## src/rtl/rr_grant_sequencer_8.sv

```systemverilog
`default_nettype none
// ============================================================================
// Module      : rr_grant_sequencer_8
// Description : Eight-requester round-robin arbiter. Presents the granted
//               index as a 3-bit code on x (MSB), y, z with a valid qualifier,
//               holds the grant until done, then advances priority past the
//               granted index.
//               Optional macro RR_TIMEOUT_EN adds a grant-hold limit of
//               TIMEOUT cycles with a one-cycle timeout pulse on forced
//               release.
// Revision    : 1.0 - initial release
// ============================================================================
module rr_grant_sequencer_8 #(
    parameter int TIMEOUT = 16
) (
    input  logic       clk,
    input  logic       reset,
    input  logic [7:0] req,
    input  logic       done,
    output logic       x,
    output logic       y,
    output logic       z,
    output logic       valid,
    output logic       timeout
);

    typedef enum logic [0:0] {
        IDLE  = 1'b0,
        GRANT = 1'b1
    } state_t;

    // Last counter value before a forced release.
    localparam logic [7:0] HOLD_LIMIT = 8'(TIMEOUT - 1);

    state_t     state;
    state_t     state_nxt;
    logic [2:0] idx;
    logic [2:0] idx_nxt;
    logic [2:0] ptr;
    logic [2:0] ptr_nxt;
    logic       found;
    logic [2:0] pick;
    logic [2:0] cand;

`ifdef RR_TIMEOUT_EN
    logic [7:0] hold_cnt;
    logic [7:0] hold_nxt;
    logic       timeout_q;
    logic       timeout_nxt;
`endif

    // Wrapped priority search: first set request at or above ptr.
    always_comb begin
        found = 1'b0;
        pick  = ptr;
        cand  = ptr;
        for (int i = 0; i < 8; i++) begin
            cand = ptr + 3'(i);
            if (!found && req[cand]) begin
                found = 1'b1;
                pick  = cand;
            end
        end
    end

    // Next-state logic: arbitrate in IDLE, hold in GRANT until release.
    always_comb begin
        state_nxt = state;
        idx_nxt   = idx;
        ptr_nxt   = ptr;
`ifdef RR_TIMEOUT_EN
        hold_nxt    = hold_cnt;
        timeout_nxt = 1'b0;
`endif
        case (state)
            IDLE: begin
                if (found) begin
                    idx_nxt   = pick;
                    state_nxt = GRANT;
`ifdef RR_TIMEOUT_EN
                    hold_nxt  = 8'd0;
`endif
                end
            end
            GRANT: begin
                if (done) begin
                    state_nxt = IDLE;
                    ptr_nxt   = idx + 3'd1;
                end
`ifdef RR_TIMEOUT_EN
                else if (hold_cnt == HOLD_LIMIT) begin
                    state_nxt   = IDLE;
                    ptr_nxt     = idx + 3'd1;
                    timeout_nxt = 1'b1;
                end else begin
                    hold_nxt = hold_cnt + 8'd1;
                end
`endif
            end
            default: state_nxt = IDLE;
        endcase
    end

    // State and datapath registers; reset overrides any in-flight grant.
    always_ff @(posedge clk) begin
        if (reset) begin
            state <= IDLE;
            idx   <= 3'd0;
            ptr   <= 3'd0;
`ifdef RR_TIMEOUT_EN
            hold_cnt  <= 8'd0;
            timeout_q <= 1'b0;
`endif
        end else begin
            state <= state_nxt;
            idx   <= idx_nxt;
            ptr   <= ptr_nxt;
`ifdef RR_TIMEOUT_EN
            hold_cnt  <= hold_nxt;
            timeout_q <= timeout_nxt;
`endif
        end
    end

    assign {x, y, z} = idx;
    assign valid     = (state == GRANT);

`ifdef RR_TIMEOUT_EN
    assign timeout = timeout_q;
`else
    // No hold limit: timeout is tied low (expression keeps HOLD_LIMIT referenced).
    assign timeout = (HOLD_LIMIT == 8'd0) & 1'b0;
`endif

endmodule
`default_nettype wire

```

## config.mk

```make
export PLATFORM = sky130hd
export DESIGN_NAME = rr_grant_sequencer_8
export DESIGN_NICKNAME = d
export VERILOG_FILES = /design/src/rtl/rr_grant_sequencer_8.sv
export SDC_FILE = /design/constraint.sdc
export NUM_CORES = 1
export LEC_CHECK = 0
export BUFFER_PORTS_ARGS = -buffer_cell sky130_fd_sc_hd__buf_2
export CAP_MARGIN = 0
export CORE_AREA = 2 2 48 84
export DETAILED_ROUTE_END_ITERATION = 12
export DIE_AREA = 0 0 50 86
export PLACE_DENSITY = 0.61
export SKIP_LAST_GASP = 1
export SLEW_MARGIN = 20
export SYNTH_ARGS = -nofsm -noshare
export SYNTH_HDL_FRONTEND = slang
export SYNTH_SLANG_ARGS = --single-unit
export TNS_END_PERCENT = 10
```

## constraint.sdc

```tcl
create_clock -name clk -period 4.63 [get_ports clk]
set_input_delay 0.6945 -clock clk [delete_from_list [all_inputs] [get_ports clk]]
set_output_delay 0.6945 -clock clk [all_outputs]
set_load 0.05 [all_outputs]
```

==> out/qor.yml <==
port_buffers: 14
antenna_left: 0
r2r-end: "idx[0]"
gr-usage-met3: 0.01220
fillers: 370
clock_sinks: 7
ys_warn_count: 0
ys_types: 49
crit_family: "multiplexers"
viasPerCell: 6.063
drive_gt1_frac: 0.2937
synthAdderAreaFrac: 0.03064
cp_slowest_cell: "dfxtp_1"
grtUsageTotal: 0.1599
grt.met1_usage: 0.1515
wirelength_um: 3254
row_count: 29
synthCells: 133
clockBufferDepth: 2
cts.repair.resized: 0
crit_chain: "inv_1 -> ha_1 -> mux4_2 -> mux2_4 -> or4_4 -> nor4_4 -> nor4_1 -> a221o_1"
muxShareOfSynthArea: 0.3769
p_seq_frac: 0.212
synthXorXnorAreaFrac: 0.02145
worst_slew_pin_slew_ns: 0.6061
final_cell_area_um2: 1359
slew_headroom: 0.5855
synth_top_family_by_area: "multiplexers"
critPathBufInv: 1
core_um2: 3592
overflow: 0
regArea_um2: 140.1
placed_cells: 185
multi_input_area_um2: 1005
period_minus_slack_ns: 3.665
fin_setup_tns_ns: 0
die_x_um: 50
worstPathRequired_ns: 4.74
busiest_layer: "met2"
postPlaceCellArea_um2: 1314
start_util: 0.3410
cts-htree-levels: 1
synth_area_um2: 1225
gp_congestion: 0.8363
grt_max_degree: 19
cts_setup_buffers: 0
fin_cells: 189
n_antenna_cell: 0
synth-compound-area-share: 0.1890
total_power_uw: 361.6
max_freq_ghz: 0.2728
dp.final_hpwl_um: 2625
wl_per_cell_um: 17.22
internal-power_uw: 212.0
synth_fp_nets: 147
die_y_um: 86
insertion_delay_ns: 0.23
status: "complete, no violations"
drv_slew: 0
end_kind: "flip-flop"
drc: 0
grt_pass1_wl_um: 5326
dieArea_um2: 4300
r2r-start: "ptr[1]"
cp-start-kind: "flip-flop"
cts_tree: "built"
antenna_found_initial: 0
fin_crit_sh: 0.7916
cts_root_buf: "clkbuf_8"
final_common_cell: "buf_2"
gr-usage-met2: 0.3206
dp_worst_setup_slack_ns: 0.9885
vias: 1146
cp.depth: 8
drv_cap: 0
layout_common_cells: "14 x buf_2, 13 x nor2_1, 10 x mux4_2, 9 x mux2i_1"
rsz0062_at_grt: "no"
ys_async_sr_fraction: 0
final_util: 0.3783
p_sw_uw: 149.7
dr.pass1.iters: 4
combPwrFrac: 0.550
crit_path_max_incr_delay_ns: 0.62
seq_area_frac_synth: 0.1144
fin_skew_ns: 0.0008736
hp-class: "flip-flop to flip-flop"
syn_area_per_cell_um2: 9.210
irDropWorstVdd_v: 0.0001388
arrival_ns: 3.78
power.leakage_nw: 0.4870
finalHoldViolCount: 0
synth-simple-area-share: 0.1992
switching_share: 0.4138
startpoint: "ptr[1]"
rr_worst_depth: 8
syn_to_final_growth_pct: 10.93
power_density_nw_per_um2: 266.2
synth_top_flop_cell: "dfxtp_1"
path_clk_slew_ns: 0.04
crit_type: "flip-flop to flip-flop"
endpoint: "idx[0]"
hold_ws_ns: 0.5426
worst-path-max-fanout: 13
synth_seq_cells: 7
numCtsBuffers: 3
p_clk_frac: 0.238
synth_edf_count: 0
setup_viol: 0
nets: 158
grt_pass1_vias: 1147
dr.first_iter.drc_count: 20
fin_ws_ns: 0.9647
cts_hold_buffers: 0
rrSetupSlack_ns: 0.96
pin_count: 16
==> power by group through the flow <==
stage / logic, mW / clock network [mW] / registers (mW)
2_1_floorplan: 0.146 / 0 / 0.0877
3_3_place_gp: 0.196 / 0 / 0.0770
6_report: 0.199 / 0.0860 / 0.0766
4_1_cts: 0.198 / 0.0883 / 0.0766
3_5_place_dp: 0.197 / 0 / 0.0774
5_1_grt: 0.216 / 0.0916 / 0.0777
==> state kept, by name, summed over array words and instances (netlist names) <==
register and flops:
idx 3, ptr 3, valid 1
==> final cells by class <==
cell class                      instances  share of cell area
Timing Repair Buffer                   16             0.06262
Tap cell                               46             0.04236
Clock buffer                            4             0.03315
Sequential cell                         7              0.1031
Multi-Input combinational cell        109              0.7394
Inverter                                7             0.01934
==> metal layers <==
| metal | wire length [um] | vias to the layer above |
|---|---|---|
| li1 | - | 543 |
| met1 | 1119 | 554 |
| met2 | 1921 | 37 |
| met3 | 113 | 12 |
| met4 | 98 | 0 |
| met5 | 0 | - |
==> worst reg2reg max path: cells and delay by family, from the launching register on <==
| kind | cells | cell delay [ns] |
|---|---|---|
| AO/OA/AOI/OAI | 1 | 0.32 |
| AND/OR/NAND/NOR | 3 | 0.87 |
| flip-flops | 1 | 0.62 |
| adder cells (fa/ha/maj) | 1 | 0.62 |
| multiplexers | 2 | 0.92 |
| buffers and inverters | 1 | 0.19 |
==> worst min path at each step <==
stage            from     end  slack [ns]  cells after the start
6_report       idx[1]  idx[1]        0.54                      2
5_1_grt        idx[2]  idx[2]        0.58                      2
4_1_cts        idx[1]  idx[1]        0.55                      2
3_5_place_dp   idx[0]  ptr[0]        0.54                      1
3_3_place_gp   idx[0]  ptr[0]        0.54                      1
2_1_floorplan  ptr[1]  ptr[1]        0.74                      3
==> synthesized netlist by cell type, types with 2 or more instances <==
library cell  count  area, um2
ha_1              3      37.54
o211ai_1          5      37.54
nor2_1           13      48.80
a21oi_1           4      20.02
inv_1             6      22.52
o21a_1            2      15.01
xnor2_1           3      26.28
o21ai_0           2      10.01
mux4_2           10      225.2
a211oi_1          3      22.52
mux2_4            2      30.03
mux2i_1           9      90.09
dfxtp_1           7      140.1
mux2_2            7      78.83
nor3b_1           4      30.03
nor2b_1           3      18.77
buf_4             2      15.01
and2_1            4      25.02
nor4bb_1          2      20.02
o221ai_1          2      17.52
a2111oi_0         3      26.28
nor4_1            2      12.51
nand2_1           5      18.77
clkbuf_1          5      18.77
==> logic make-up (layout without fill, tap and decap cells) <==
group,Yosys count,after routing
multiplexers,30,30
AND/OR/NAND/NOR,41,41
AO/OA/AOI/OAI,31,31
flip-flops,7,7
adder cells (fa/ha/maj),3,3
XOR/XNOR,3,3
other,1,1
buffers and inverters,17,27
Note: power is estimated with default switching activity, not from simulation.
